[config.mk]
export PLATFORM = sky130hd
export DESIGN_NAME = vx_axi_write_adapter
export DESIGN_NICKNAME = d
export VERILOG_FILES = /design/src/rtl/vx_axi_write_adapter_pkg.sv /design/src/rtl/VX_pending_size.sv /design/src/rtl/vx_axi_write_adapter.sv
export SDC_FILE = /design/constraint.sdc
export NUM_CORES = 1
export LEC_CHECK = 0
export BUFFER_PORTS_ARGS = -buffer_cell sky130_fd_sc_hd__clkbuf_2
export CAP_MARGIN = 20
export CORE_AREA = 2 2 509 511
export CTS_BUF_LIST = sky130_fd_sc_hd__clkbuf_16
export DETAILED_ROUTE_END_ITERATION = 10
export DIE_AREA = 0 0 511 513
export GPL_ROUTABILITY_DRIVEN = 0
export PLACE_DENSITY_LB_ADDON = 0.15
export SYNTH_ARGS = -nofsm -noshare
export SYNTH_HDL_FRONTEND = slang
export SYNTH_SLANG_ARGS = --single-unit
[constraint.sdc]
create_clock -name clk -period 2.7 [get_ports clk]
set_clock_uncertainty 0.05 [all_clocks]
set_input_delay 0.27 -clock clk [delete_from_list [all_inputs] [get_ports clk]]
set_output_delay 0.27 -clock clk [all_outputs]
set_load 0.005 [all_outputs]
[src/rtl/vx_axi_write_adapter_pkg.sv]
// vx_axi_write_adapter_pkg
// Shared AXI4 constants and helpers for the write adapter.
//   AXI_BURST_INCR : AWBURST encoding for incrementing bursts
//   AXI_RESP_OKAY  : BRESP/RRESP encoding for a normal successful access
//   axi_size()     : AxSIZE encoding for a beat of the given byte count
package vx_axi_write_adapter_pkg;

  localparam logic [1:0] AXI_BURST_INCR = 2'b01;
  localparam logic [1:0] AXI_RESP_OKAY  = 2'b00;

  // AxSIZE is log2 of the beat width in bytes; a loop keeps this usable
  // with constant arguments in both simulation and synthesis.
  function automatic logic [2:0] axi_size(input int unsigned bytes);
    logic [2:0] result;
    result = 3'd0;
    for (int i = 0; i < 8; i++) begin
      if ((32'd1 << i) == bytes) begin
        result = 3'(i);
      end
    end
    return result;
  endfunction

endpackage

[src/rtl/VX_pending_size.sv]
// VX_pending_size
// Counter of outstanding transactions with empty/full status.
//   clk, reset : clock, asynchronous active-low reset
//   incr       : one transaction enters (caller must not assert when full)
//   decr       : one transaction leaves; ignored while empty
//   empty/full : count == 0 / count == SIZE
//   size       : current count
module VX_pending_size #(
  parameter int SIZE  = 16,
  parameter int SIZEW = $clog2(SIZE + 1)
) (
  input  logic             clk,
  input  logic             reset,
  input  logic             incr,
  input  logic             decr,
  output logic             empty,
  output logic             full,
  output logic [SIZEW-1:0] size
);

  logic [SIZEW-1:0] count;
  logic             decr_eff;

  // A decrement with nothing outstanding is dropped so the count never wraps.
  assign decr_eff = decr && (count != '0);

  always_ff @(posedge clk or negedge reset) begin
    if (!reset) begin
      count <= '0;
    end else if (incr && !decr_eff) begin
      count <= count + 1'b1;
    end else if (!incr && decr_eff) begin
      count <= count - 1'b1;
    end
  end

  assign empty = (count == '0);
  assign full  = (count == SIZEW'(SIZE));
  assign size  = count;

endmodule

[src/rtl/vx_axi_write_adapter.sv]
// vx_axi_write_adapter
// Turns single-beat core memory write requests into AXI4 AW/W transactions
// and hands B responses back as tagged acknowledgements.
//   clk, reset        : clock, asynchronous active-low reset
//   mem_req_*         : write request (valid/ready, word address, data, byteen, tag)
//   mem_rsp_*         : acknowledgement (valid/ready, tag), pass-through of B
//   m_axi_aw*/w*/b*   : AXI4 write master channels
//   pending_count     : writes accepted but not yet acknowledged on B
//   error             : sticky flag for non-OKAY or unexpected B responses
module vx_axi_write_adapter
  import vx_axi_write_adapter_pkg::*;
#(
  parameter int DATA_WIDTH     = 512,
  parameter int MEM_ADDR_WIDTH = 26,
  parameter int ADDR_WIDTH     = MEM_ADDR_WIDTH + $clog2(DATA_WIDTH / 8),
  parameter int TAG_WIDTH      = 8,
  parameter int MAX_PENDING    = 16
) (
  input  logic                             clk,
  input  logic                             reset,

  input  logic                             mem_req_valid,
  output logic                             mem_req_ready,
  input  logic [MEM_ADDR_WIDTH-1:0]        mem_req_addr,
  input  logic [DATA_WIDTH-1:0]            mem_req_data,
  input  logic [DATA_WIDTH/8-1:0]          mem_req_byteen,
  input  logic [TAG_WIDTH-1:0]             mem_req_tag,

  output logic                             mem_rsp_valid,
  input  logic                             mem_rsp_ready,
  output logic [TAG_WIDTH-1:0]             mem_rsp_tag,

  output logic                             m_axi_awvalid,
  input  logic                             m_axi_awready,
  output logic [ADDR_WIDTH-1:0]            m_axi_awaddr,
  output logic [TAG_WIDTH-1:0]             m_axi_awid,
  output logic [7:0]                       m_axi_awlen,
  output logic [2:0]                       m_axi_awsize,
  output logic [1:0]                       m_axi_awburst,
  output logic [1:0]                       m_axi_awlock,
  output logic [3:0]                       m_axi_awcache,
  output logic [2:0]                       m_axi_awprot,
  output logic [3:0]                       m_axi_awqos,
  output logic [3:0]                       m_axi_awregion,

  output logic                             m_axi_wvalid,
  input  logic                             m_axi_wready,
  output logic [DATA_WIDTH-1:0]            m_axi_wdata,
  output logic [DATA_WIDTH/8-1:0]          m_axi_wstrb,
  output logic                             m_axi_wlast,

  input  logic                             m_axi_bvalid,
  output logic                             m_axi_bready,
  input  logic [TAG_WIDTH-1:0]             m_axi_bid,
  input  logic [1:0]                       m_axi_bresp,

  output logic [$clog2(MAX_PENDING+1)-1:0] pending_count,
  output logic                             error
);

  localparam int         OFFSET_BITS = $clog2(DATA_WIDTH / 8);
  localparam logic [2:0] BEAT_SIZE   = axi_size(DATA_WIDTH / 8);

  logic [MEM_ADDR_WIDTH-1:0] req_addr;
  logic [DATA_WIDTH-1:0]     req_data;
  logic [DATA_WIDTH/8-1:0]   req_byteen;
  logic [TAG_WIDTH-1:0]      req_tag;
  logic                      aw_pend;
  logic                      w_pend;

  logic aw_fire;
  logic w_fire;
  logic b_fire;
  logic req_fire;
  logic pend_full;
  logic pend_empty;

  assign aw_fire  = aw_pend && m_axi_awready;
  assign w_fire   = w_pend && m_axi_wready;
  assign b_fire   = m_axi_bvalid && mem_rsp_ready;
  assign req_fire = mem_req_valid && mem_req_ready;

  // A new request may overwrite the holding register in the same cycle the
  // previous one finishes on both channels, giving full throughput.
  assign mem_req_ready = (!aw_pend || aw_fire)
                      && (!w_pend || w_fire)
                      && !pend_full;

  always_ff @(posedge clk or negedge reset) begin
    if (!reset) begin
      req_addr   <= '0;
      req_data   <= '0;
      req_byteen <= '0;
      req_tag    <= '0;
      aw_pend    <= 1'b0;
      w_pend     <= 1'b0;
    end else if (req_fire) begin
      req_addr   <= mem_req_addr;
      req_data   <= mem_req_data;
      req_byteen <= mem_req_byteen;
      req_tag    <= mem_req_tag;
      aw_pend    <= 1'b1;
      w_pend     <= 1'b1;
    end else begin
      if (aw_fire) begin
        aw_pend <= 1'b0;
      end
      if (w_fire) begin
        w_pend <= 1'b0;
      end
    end
  end

  VX_pending_size #(
    .SIZE (MAX_PENDING)
  ) pending_size (
    .clk   (clk),
    .reset (reset),
    .incr  (req_fire),
    .decr  (b_fire),
    .empty (pend_empty),
    .full  (pend_full),
    .size  (pending_count)
  );

  // A response with nothing outstanding means the slave and this adapter
  // disagree about what is in flight; record it alongside slave errors.
  always_ff @(posedge clk or negedge reset) begin
    if (!reset) begin
      error <= 1'b0;
    end else if (b_fire && ((m_axi_bresp != AXI_RESP_OKAY) || pend_empty)) begin
      error <= 1'b1;
    end
  end

  assign m_axi_awvalid  = aw_pend;
  assign m_axi_awaddr   = ADDR_WIDTH'({req_addr, {OFFSET_BITS{1'b0}}});
  assign m_axi_awid     = req_tag;
  assign m_axi_awlen    = 8'd0;
  assign m_axi_awsize   = BEAT_SIZE;
  assign m_axi_awburst  = AXI_BURST_INCR;
  assign m_axi_awlock   = 2'b00;
  assign m_axi_awcache  = 4'd0;
  assign m_axi_awprot   = 3'd0;
  assign m_axi_awqos    = 4'd0;
  assign m_axi_awregion = 4'd0;

  assign m_axi_wvalid = w_pend;
  assign m_axi_wdata  = req_data;
  assign m_axi_wstrb  = req_byteen;
  assign m_axi_wlast  = 1'b1;

  assign mem_rsp_valid = m_axi_bvalid;
  assign mem_rsp_tag   = m_axi_bid;
  assign m_axi_bready  = mem_rsp_ready;

endmodule

* Word level (Yosys, flattened, before mapping)
Cells that the tools add are included.
** Cells by class
- Add/sub/neg operators :: 2
- Equal/unequal tests :: 1
- Multiplexer cells :: 6
- Reductions and logical operators :: 24
** Operator list (number)
- $logic_and A1 B1 Y1 :: 10
- $mux W5 :: 2
- $reduce_bool A2 Y1 :: 4
- $add A5 B1 Y5 const B :: 1
- $eq A5 B5 Y1 const B :: 1
- $logic_not A1 Y1 :: 5
- $logic_not A5 Y1 :: 1
- $reduce_bool A5 Y1 :: 1
- $sub A5 B1 Y5 const B :: 1
- $mux W1 :: 4
- $logic_or A1 B1 Y1 :: 3
** Word-level totals
- Register bits :: 618
- Input bits :: 627
- Output and inout bits :: 666
- Logic and storage cells :: 41

* Depth between registers and ports, before layout
Gate-level depths: netlist of the first run.
- Depth after elaboration :: 9
- Mapped depth :: 12
- Gate-level depth less buffers :: 10

* Hierarchy
Synthesis of the first run repeated with hierarchy kept, for this count alone.
** Unflattened totals
- Cells, all modules :: 1393
- Area total of the unflattened synthesis :: 26599.3 µm²
** Modules (own cells, without submodules)
- vx_axi_write_adapter :: times used 1, cells each 1350, area an instance 26191.4 µm², sequential area each 15339.7 µm²
- VX_pending_size :: times used 1, cells each 43, area an instance 407.9 µm², sequential area each 125.1 µm²

* Worst setup path after synthesis of the first run
OpenSTA, ideal clock, no wires.
- Kind :: flip-flop to flip-flop
- From :: register aw_pend, in the netlist m_axi_awvalid
- To :: register pending_size.count[4], in the netlist pending_size.size[4]
- Library setup time :: 0.154 ns
- Arrival :: 2.669 ns
- Required time :: 2.496 ns
- Slack :: -0.173 ns
- Cell stages (with the launch flop) :: 11
- Path buffers :: 2
- Clock period less this slack :: 2.873 ns
- Cell sequence :: dfrtp_1 a222oi_1 and2_4 buf_12 buf_4 ha_1 inv_1 ha_1 or3_1 o311ai_0 o311ai_0
** Between the ends
- Cells in the longest elaborated chain, start to end :: 8
- Elaborated cells on any way between the ends :: 11
- Classes of those cells :: mux (1); reduce/logical (10)
** Ends and longest elaborated chain
- start, declared :: RTL line vx_axi_write_adapter.sv:68 : logic aw_pend;
- start signal, assigned :: RTL line vx_axi_write_adapter.sv:95 : aw_pend <= 1'b0;
- start signal, assigned :: RTL line vx_axi_write_adapter.sv:102 : aw_pend <= 1'b1;
- start signal, assigned :: RTL line vx_axi_write_adapter.sv:106 : aw_pend <= 1'b0;
- $logic_not A1 Y1 or $logic_and A1 B1 Y1 (tied branches) :: RTL line vx_axi_write_adapter.sv:85, vx_axi_write_adapter.sv:78
- $logic_or A1 B1 Y1 (*) :: RTL line vx_axi_write_adapter.sv:85 : assign mem_req_ready = (!aw_pend || aw_fire)
- $logic_and A1 B1 Y1 (*) :: RTL line vx_axi_write_adapter.sv:86 : && (!w_pend || w_fire)
- $logic_and A1 B1 Y1 (*) :: RTL line vx_axi_write_adapter.sv:87 : && !pend_full;
- named net mem_req_ready :: RTL line vx_axi_write_adapter.sv:23 : output logic mem_req_ready,
- $logic_and A1 B1 Y1 (*) :: RTL line vx_axi_write_adapter.sv:81 : assign req_fire = mem_req_valid && mem_req_ready;
- named net pending_size.incr :: RTL line VX_pending_size.sv:14 : input logic incr,
- $logic_not A1 Y1 :: RTL line VX_pending_size.sv:32 : end else if (!incr && decr_eff) begin
- $logic_and A1 B1 Y1 :: RTL line VX_pending_size.sv:32
- $reduce_bool A2 Y1 (no source line)
- end signal, assigned :: RTL line VX_pending_size.sv:31 : count <= count + 1'b1;
- end signal, assigned :: RTL line VX_pending_size.sv:33 : count <= count - 1'b1;
- end, declared :: RTL line VX_pending_size.sv:21 : logic [SIZEW-1:0] count;
Mark *: on every way through the listed nets, which the timed path passes. The rest lies on a longest branch.
A chain may end at the register's enable or synchronous reset.

* Worst setup path in the final report of the first run
- From :: register aw_pend, in the netlist m_axi_awvalid
- To :: register req_data[503], in the netlist m_axi_wdata[503]
** Between the ends
- Cells in the longest elaborated chain, start to end :: 5
- Elaborated cells on any way between the ends :: 6
- Classes of those cells :: reduce/logical (6)
** Ends and longest elaborated chain
- $logic_not A1 Y1 or $logic_and A1 B1 Y1 (tied branches) :: RTL line vx_axi_write_adapter.sv:85, vx_axi_write_adapter.sv:78
- $logic_or A1 B1 Y1 (*) :: RTL line vx_axi_write_adapter.sv:85
- $logic_and A1 B1 Y1 (*) :: RTL line vx_axi_write_adapter.sv:86
- $logic_and A1 B1 Y1 (*) :: RTL line vx_axi_write_adapter.sv:87
- $logic_and A1 B1 Y1 (*) :: RTL line vx_axi_write_adapter.sv:81
- end signal, assigned :: RTL line vx_axi_write_adapter.sv:99 : req_data <= mem_req_data;
- end, declared :: RTL line vx_axi_write_adapter.sv:65 : logic [DATA_WIDTH-1:0] req_data;
Mark *: on every way between the ends. The rest lies on a longest branch, timed or not.

==> flow_summary.json, run 1 <==
{
  "status": "finished clean",
  "synth_edf_count": 0,
  "max-clock-path-buffers": 3,
  "timing.setup.tns_ps": 0,
  "clkSinkCount": 618,
  "drv_slew": 0,
  "hold_viol_final": 0,
  "cts.htree.levels": 3,
  "cts_tree": "yes",
  "grt_first_pass_wirelength_um": 185800,
  "synth_top_area_cell": "dfrtp_1",
  "drive_gt1_share_pct": 60.19,
  "dieArea_sq_um": 262100,
  "slew_headroom_pct": 66.04,
  "synthFlopType": "dfrtp_1",
  "crit_family": "buffers and inverters",
  "track_usage_pct": 10.13,
  "crit_top_cell": "buf_12",
  "crit_start": "m_axi_awvalid",
  "dr.pass1.iters": 5,
  "synth-async-reset-ratio_pct": 100.0,
  "cp-end-kind": "register",
  "io-pin-count": 1293,
  "ant_nets": 0,
  "synth_top_area_share_pct": 58.45,
  "rrSetupSlack_ps": 120,
  "area_delta_synth_final_pct": 70.96,
  "antenna_found_initial": 58,
  "synthTopCellsByCount": "618 x dfrtp_1, 570 x mux2_4, 64 x buf_12",
  "rsz0062_at_grt": "false",
  "vias_per_cell": 2.845,
  "wirelength_um": 136400,
  "grt_max_degree": 81,
  "cp_max_fo": 33,
  "fill_cells": 28380,
  "dp_hpwl_um": 111100,
  "critPathLaunchType": "register",
  "rows": 186,
  "start_util_pct": 10.33,
  "ys_types": 29,
  "cts_made_buffers": 87,
  "peakVddDrop_uv": 431.2,
  "synth_area_leaders": "dfrtp_1 58%, mux2_4 32%, buf_12 4.8%",
  "clk_pin_slew_ps": 60,
  "worstPathArrival_ps": 3100,
  "wl_per_cell_um": 20.03,
  "mappedNetlistArea_sq_um": 26460,
  "ys.warnings.count": 0,
  "worstPathRequired_ps": 3220,
  "crit_type": "reg -> reg",
  "setup_viol": 0,
  "multiInputGateArea_sq_um": 9464,
  "max_stage_delay_ps": 440,
  "clkLatencyLatePin_ps": 690,
  "timing.fmax_mhz": 388.1,
  "vias": 19370,
  "die_x_um": 511,
  "dp_cells": 6012,
  "grt.overflow.total": 0,
  "leakagePower_nw": 21.57,
  "powerDensity_nw_per_um2": 948.2,
  "finalNetCount": 3967,
  "crit_buf_inv": 4,
  "core_area_sq_um": 256200,
  "cts_root_buf": "clkbuf_16",
  "worstMarginPinSlew_ps": 509.4,
  "ff_latch_area_sq_um": 15460,
  "drc": 0,
  "period_share_pct": 95.43,
  "min_path_type": "in -> async",
  "r2r-start": "m_axi_awvalid",
  "portBuffers": 1239,
  "crit_chain": "a222oi_1, and2_4, buf_4, buf_12, buf_12, buf_12, mux2_2",
  "grt_pass1_vias": 21610,
  "final.min_clock_period_ps": 2577,
  "synth-seq-cells": 618,
  "synth_seq_area_share_pct": 58.45,
  "die_y_um": 513,
  "synth_area_per_cell_sq_um": 19.04,
  "slowest_stage": "a222oi_1",
  "synth_cells": 1390,
  "drv_cap": 0,
  "drt-initial-drc-count": 522,
  "yosysMostFrequentCell": "dfrtp_1",
  "fin_cells": 6809
}
[worst paths after layout]
| path | endpoint | cells past startpoint |
|---|---|---|
| worst max-delay path | m_axi_wdata[503] | 7 |
| worst min-delay path | m_axi_wdata[454] | 2 |
| worst max register to register | m_axi_wdata[503] | 7 |
| worst min register to register | error | 1 |
| max in group asynchronous | m_axi_wdata[425] | 5 |
| min in group clk | pending_size.size[0] | 4 |
[per-stage QoR]
| stage | util [%] | power, W | worst slack [ps] | cell area [sq um] | hold WS (ps) |
|---|---|---|---|---|---|
| 2_1_floorplan | - | 0.02333 | 48.41 | 26610 | -75.59 |
| 3_3_place_gp | 14.15 | 0.03165 | 18.53 | 36270 | 193.1 |
| 3_5_place_dp | 14.15 | 0.03149 | 26.88 | 36270 | 194.9 |
| 4_1_cts | 17.62 | 0.04410 | 33.46 | 45140 | 3.047 |
| 5_1_grt | 17.64 | 0.04550 | 9.521 | 45210 | 13.72 |
| 6_report | 17.65 | 0.04289 | 123.4 | 45230 | 77.19 |
[report_power, final]
| part | internal (W) | switching, W | leakage, nW | total [W] |
|---|---|---|---|---|
| combinational | 0.00915 | 0.00693 | 13.0 | 0.0161 |
| sequential | 0.0131 | 0.00262 | 7.22 | 0.0157 |
| clock | 0.00627 | 0.00487 | 1.37 | 0.0111 |
| total | 0.0285 | 0.0144 | 21.6 | 0.0429 |
[logic make-up after synthesis]
logic type	synth area share, %
AOI/OAI and AO/OA	0.4114
and+or+nand+nor	0.2980
xor gates and xnor gates	0.09932
buffers and inverters	6.403
muxes	34.05
DFF	58.45
other	0.02838
adders and majority gates	0.2648
[repair_timing]
item | 4_1_cts | 5_1_grt
hold endpoints to repair | 961 | 0
buffers inserted | 0 | 1
setup endpoints to repair | 0 | 18
hold buffers | 617 | 0
resized for setup | 0 | 5
[cells in the final DEF (no fill, tap or decap), types with 2 or more instances in the layout]
| cell | Yosys | routed |
|---|---|---|
| clkbuf_2 | 0 | 1238 |
| mux2_4 | 570 | 570 |
| clkbuf_16 | 0 | 87 |
| inv_6 | 0 | 2 |
| dlygate4sd3_1 | 0 | 616 |
| diode_2 | 0 | 24 |
| nand3_1 | 2 | 2 |
| inv_16 | 0 | 4 |
| buf_12 | 64 | 24 |
| clkinv_1 | 0 | 26 |
| a21o_1 | 3 | 3 |
| ha_1 | 4 | 3 |
| dfrtp_1 | 618 | 618 |
| buf_4 | 51 | 56 |
| clkinv_4 | 0 | 4 |
| bufinv_16 | 0 | 4 |
| clkinv_2 | 0 | 5 |
| conb_1 | 2 | 37 |
| clkinvlp_4 | 0 | 2 |
| inv_1 | 7 | 26 |
| o21ai_0 | 3 | 3 |
| nand2_1 | 5 | 5 |
| mux2_2 | 40 | 40 |
| o2111ai_1 | 2 | 2 |
| xor2_1 | 2 | 2 |
| buf_6 | 0 | 2 |
[state kept, by name (all words and copies together), names as in the netlist]
name               flops
error                  1
m_axi_awvalid          1
req_addr              26
m_axi_awid             8
m_axi_wvalid           1
pending_size.size      5
m_axi_wdata          512
m_axi_wstrb           64
[layer usage]
| layer | vias up | wire length [um] | global-route usage [%] |
|---|---|---|---|
| li1 | 8761 | - | - |
| met1 | 9485 | 57250 | 12.21 |
| met2 | 891 | 64600 | 16.88 |
| met3 | 179 | 11470 | 3.936 |
| met4 | 58 | 2674 | 2.331 |
| met5 | - | 374 | 0 |
[layout make-up]
type | instances | area share [%]
Antenna cell | 24 | 0.1328
Clock buffer | 87 | 4.813
Clock inverter | 68 | 1.123
Inverter | 7 | 0.05809
Multi-Input combinational cell | 684 | 20.92
Sequential cell | 618 | 34.19
Tap cell | 3384 | 9.360
Timing Repair Buffer | 1937 | 29.40
Note: power is estimated with default switching activity, not from simulation.
==> run 2: changes to the inputs <==
Clock period 2.7 ns to 2.1 ns, I/O delays scaled along.
==> flow_summary.json, run 2 (synthesized netlist as in run 1, its figures left out) <==
{
  "portBuffers": 1239,
  "peakVddDrop_uv": 617.8,
  "critPathLaunchType": "register",
  "post-route-util_pct": 18.83,
  "clkSinkCount": 618,
  "layout_common_cells": "1237 x clkbuf_2, 618 x dfrtp_1, 617 x dlygate4sd3_1",
  "dr.pass1.iters": 4,
  "crit_family": "simple AND/OR/NAND/NOR gates",
  "cts_made_buffers": 89,
  "cts_root_buf": "clkbuf_16",
  "drv_slew": 0,
  "track_usage_pct": 10.87,
  "dp_cells": 6032,
  "die_y_um": 513,
  "worstPathRequired_ps": 2600,
  "io-pin-count": 1293,
  "start_util_pct": 10.33,
  "cts_tree": "yes",
  "netSwitchingPower_w": 0.01938,
  "dp_hpwl_um": 111800,
  "vias_per_cell": 2.873,
  "worstMarginPinSlew_ps": 765.1,
  "setup_viol": 555,
  "hold_viol_final": 0,
  "clock_power_share_pct": 24.9,
  "ant_nets": 0,
  "cp_max_fo": 4,
  "drt-initial-drc-count": 587,
  "max_stage_delay_ps": 410,
  "final.min_clock_period_ps": 2331,
  "crit_buf_inv": 1,
  "grt_pass1_vias": 22340,
  "die_x_um": 511,
  "timing.setup.tns_ps": -41060,
  "finalNetCount": 4093,
  "cp-end-kind": "register",
  "status": "finished with violations",
  "fin_cells": 6922,
  "vias": 19890,
  "crit_chain": "nor4_4, a222oi_1, and2_4, ha_4, inv_4, ha_4, nor2b_4, o21a_1, o2111ai_1, o311ai_1",
  "drive_gt1_share_pct": 62.16,
  "leakagePower_nw": 23.00,
  "slew_headroom_pct": 48.82,
  "max-clock-path-buffers": 3,
  "pwr-share-seq_pct": 34.3,
  "cts.htree.levels": 3,
  "timing.fmax_mhz": 429.0,
  "grt_max_degree": 110,
  "core_area_sq_um": 256200,
  "crit_top_cell": "ha_4",
  "clkLatencyLatePin_ps": 680,
  "power_w": 0.05861,
  "min_path_type": "in -> reg",
  "p_int_w": 0.03923,
  "wirelength_um": 148500,
  "violations": "negative setup slack",
  "ff_latch_area_sq_um": 15460,
  "final_common_cell": "clkbuf_2",
  "rsz0062_at_grt": "true",
  "rows": 186,
  "setup_slack_ps": -230.8,
  "grt.overflow.total": 0,
  "drv_cap": 0,
  "wl_per_cell_um": 21.46,
  "period_share_pct": 111.0,
  "grt_first_pass_wirelength_um": 198000,
  "switching_share_pct": 33.06,
  "comb_power_share_pct": 40.8,
  "antenna_found_initial": 61,
  "slowest_stage": "dfrtp_1",
  "area_delta_synth_final_pct": 82.38,
  "powerDensity_nw_per_um2": 1215,
  "multiInputGateArea_sq_um": 9697,
  "largest_reg_flops": 512,
  "fill_cells": 28110,
  "drc": 0,
  "rrSetupSlack_ps": -230,
  "worstPathArrival_ps": 2830,
  "dieArea_sq_um": 262100,
  "clk_pin_slew_ps": 50,
  "crit_type": "reg -> reg"
}
-- run 2: layout make-up --
class | count | area share [%]
clock inverters | 62 | 0.9127
inverters | 7 | 0.05964
flip-flops and latches | 618 | 32.05
diodes | 15 | 0.07779
multi-input cells | 684 | 20.09
well taps | 3384 | 8.774
clock buffers | 91 | 4.719
repair buffers | 2061 | 33.31
-- run 2: power groups by stage --
stage / clock [W] / sequential [W] / combinational, W
after global routing: 0.0157 / 0.0208 / 0.0255
final: 0.0146 / 0.0201 / 0.0239
after detailed placement: 0 / 0.0202 / 0.0203
after CTS: 0.0154 / 0.0202 / 0.0243
after global placement: 0 / 0.0203 / 0.0204
after floorplan: 0 / 0.0199 / 0.0102
-- run 2: final timing paths --
check / endpoint / from / cells after the start
setup / recovery: pending_size.size[4] / pending_size.size[2] / 10
hold / removal: pending_size.size[0] / m_axi_bvalid / 5
setup reg to reg: pending_size.size[4] / pending_size.size[2] / 10
hold reg to reg: error / error / 1
max in group asynchronous: m_axi_wdata[201] / reset / 3
min in group asynchronous: m_axi_wdata[208] / reset / 3
-- run 2: timing repair --
item | CTS | global route
hold endpoints to repair | 1077 | 0
pin swaps | 6 | 5
endpoints found under the setup margin | 598 | 614
gates resized for setup | 184 | 101
hold buffers | 617 | 0
setup buffers | 52 | 28
cloned | 46 | 22
-- run 2: worst min-delay path: cells and delay by family --
kind                       cells  cell delay, ps
xor gates and xnor gates       1              60
adders and majority gates      1             180
buffers and inverters          2             260
and+or+nand+nor                1             150
-- run 2: routing by layer --
layer / GRT usage, % / vias up / part of all wire (%)
li1: - / 8998 / -
met1: 12.82 / 9744 / 41
met2: 18.74 / 907 / 49
met3: 3.680 / 188 / 7.6
met4: 2.772 / 48 / 2.4
met5: 0 / - / 0.20
-- run 2: per-stage QoR --
stage | hold WS, ps | area (sq um) | setup WS [ps]
detailed placement | 112.0 | 36480 | -397.8
global placement | 108.4 | 36480 | -407.5
finish | 189.7 | 48260 | -230.8
CTS | 71.14 | 47890 | -241.2
global route | 145.7 | 48230 | -362.4
floorplan | -135.6 | 26630 | -476.1
==> run 3: changes to the inputs <==
Settings changed: CORE_AREA 2 2 509 511 to 2 2 499 501, DIE_AREA 0 0 511 513 to 0 0 501 503.
==> flow_summary.json, run 3 (synthesized netlist as in run 1, its figures left out) <==
{
  "status": "finished with violations",
  "violations": "negative setup slack",
  "clkLatencyLatePin_ps": 690,
  "timing.setup.tns_ps": -107100,
  "ant_nets": 0,
  "slowest_stage": "dfrtp_1",
  "timing.fmax_mhz": 422.7,
  "place_area_sq_um": 36080,
  "dp_hpwl_um": 108900,
  "vias_per_cell": 2.903,
  "finalNetCount": 3997,
  "hold_viol_final": 0,
  "cp-end-kind": "register",
  "wirelength_um": 137500,
  "drc": 0,
  "drv_cap": 0,
  "route.layer.met1.wl_um": 54880,
  "crit_buf_inv": 1,
  "die_y_um": 503,
  "worstMarginPinSlew_ps": 975.8,
  "largest_reg_flops": 512,
  "cts.htree.levels": 3,
  "dieArea_sq_um": 252000,
  "dp_cells": 5867,
  "layout_common_cells": "1237 x clkbuf_2, 618 x dfrtp_1, 618 x dlygate4sd3_1",
  "place_ws_ps": -720.1,
  "worstPathArrival_ps": 2880,
  "start_util_pct": 10.71,
  "wl_met2_um": 66810,
  "final_common_cell": "clkbuf_2",
  "setup_viol": 565,
  "leakagePower_nw": 21.98,
  "dr.pass1.iters": 4,
  "portBuffers": 1239,
  "cts_root_buf": "clkbuf_16",
  "wl_met3_um": 12780,
  "clk_pin_slew_ps": 60,
  "wl_per_cell_um": 20.56,
  "io-pin-count": 1293,
  "fin_area_sq_um": 45990,
  "worstPathRequired_ps": 2610,
  "drive_gt1_share_pct": 60.97,
  "drv_slew": 0,
  "area_delta_synth_final_pct": 73.83,
  "vias": 19420,
  "setup_slack_ps": -265.7,
  "crit_chain": "nor4_4, a222oi_1, and2_4, ha_4, buf_4, or3_4, o311ai_4, o311ai_1",
  "cts_tree": "yes",
  "drt-initial-drc-count": 673,
  "core_area_sq_um": 247100,
  "final.min_clock_period_ps": 2366,
  "die_x_um": 501,
  "period_share_pct": 112.7,
  "grt_max_degree": 51,
  "powerDensity_nw_per_um2": 1229,
  "min_path_type": "in -> reg",
  "crit_type": "reg -> reg",
  "max-clock-path-buffers": 3,
  "slew_headroom_pct": 34.73,
  "fin_cells": 6688,
  "cp_max_fo": 5,
  "antenna_found_initial": 70,
  "clkSinkCount": 618,
  "crit_family": "simple AND/OR/NAND/NOR gates",
  "peakVddDrop_uv": 499.7,
  "top_layer": "met5",
  "critPathLaunchType": "register",
  "grt_pass1_vias": 21130,
  "cts_made_buffers": 88,
  "rsz0062_at_grt": "true",
  "max_stage_delay_ps": 400,
  "rows": 183,
  "grt_first_pass_wirelength_um": 180800,
  "grt.overflow.total": 0,
  "track_usage_pct": 10.29
}
[run 3: worst paths after layout]
check / start / endpoint / slack [ps] / cells past startpoint
worst min-delay path: mem_rsp_ready / pending_size.size[0] / 160 / 5
worst max register to register: pending_size.size[1] / pending_size.size[4] / -270 / 8
max in group asynchronous: reset / m_axi_wdata[476] / 410 / 3
worst max-delay path: pending_size.size[1] / pending_size.size[4] / -270 / 8
min in group asynchronous: reset / m_axi_wdata[117] / 190 / 3
worst min register to register: error / error / 420 / 1
[run 3: area by class of cell]
type	instances	area (sq um)
fillers	27120	201100
flip-flops and latches	618	15460
repair buffers	1966	14010
multi-input cells	684	9553
well taps	3237	4050
clock buffers	89	2227
clock inverters	64	595.6
diodes	23	57.56
inverters	7	31.28
[run 3: metal layers]
metal	vias to the layer above	GRT usage, %
met2	903	17.55
met1	9467	11.99
li1	8796	-
met4	58	2.459
met5	-	0
met3	191	4.089
[run 3: power breakdown]
group          internal [W]  leakage, nW  switching [W]  total [W]
registers            0.0168         7.22        0.00313     0.0199
logic                0.0124         13.3        0.00913     0.0215
clock network       0.00888         1.45        0.00620     0.0151
[run 3: repair_timing]
action / 4_1_cts / 5_1_grt
gates cloned: 4 / 14
pin swaps: 3 / 6
buffers inserted: 4 / 6
gates resized for setup: 33 / 33
hold buffers: 617 / 1
endpoints found under the hold margin: 1235 / 1
setup endpoints to repair: 585 / 614
[run 3: worst register-to-register path: cells and delay by family (launching register included)]
family	cells	cell delay (ps)
adders and majority gates	1	180
DFF	1	400
and+or+nand+nor	3	950
AOI/OAI and AO/OA	3	470
buffers and inverters	1	170
[run 3: through the flow]
step                util [%]  power [W]  hold WS, ps
global placement       14.61    0.04044        92.11
CTS                    18.37    0.05770       -212.3
global route           18.60    0.06004        128.3
finish                 18.62    0.05654        159.5
floorplan                  -    0.03005       -135.6
detailed placement     14.61    0.04027        88.63
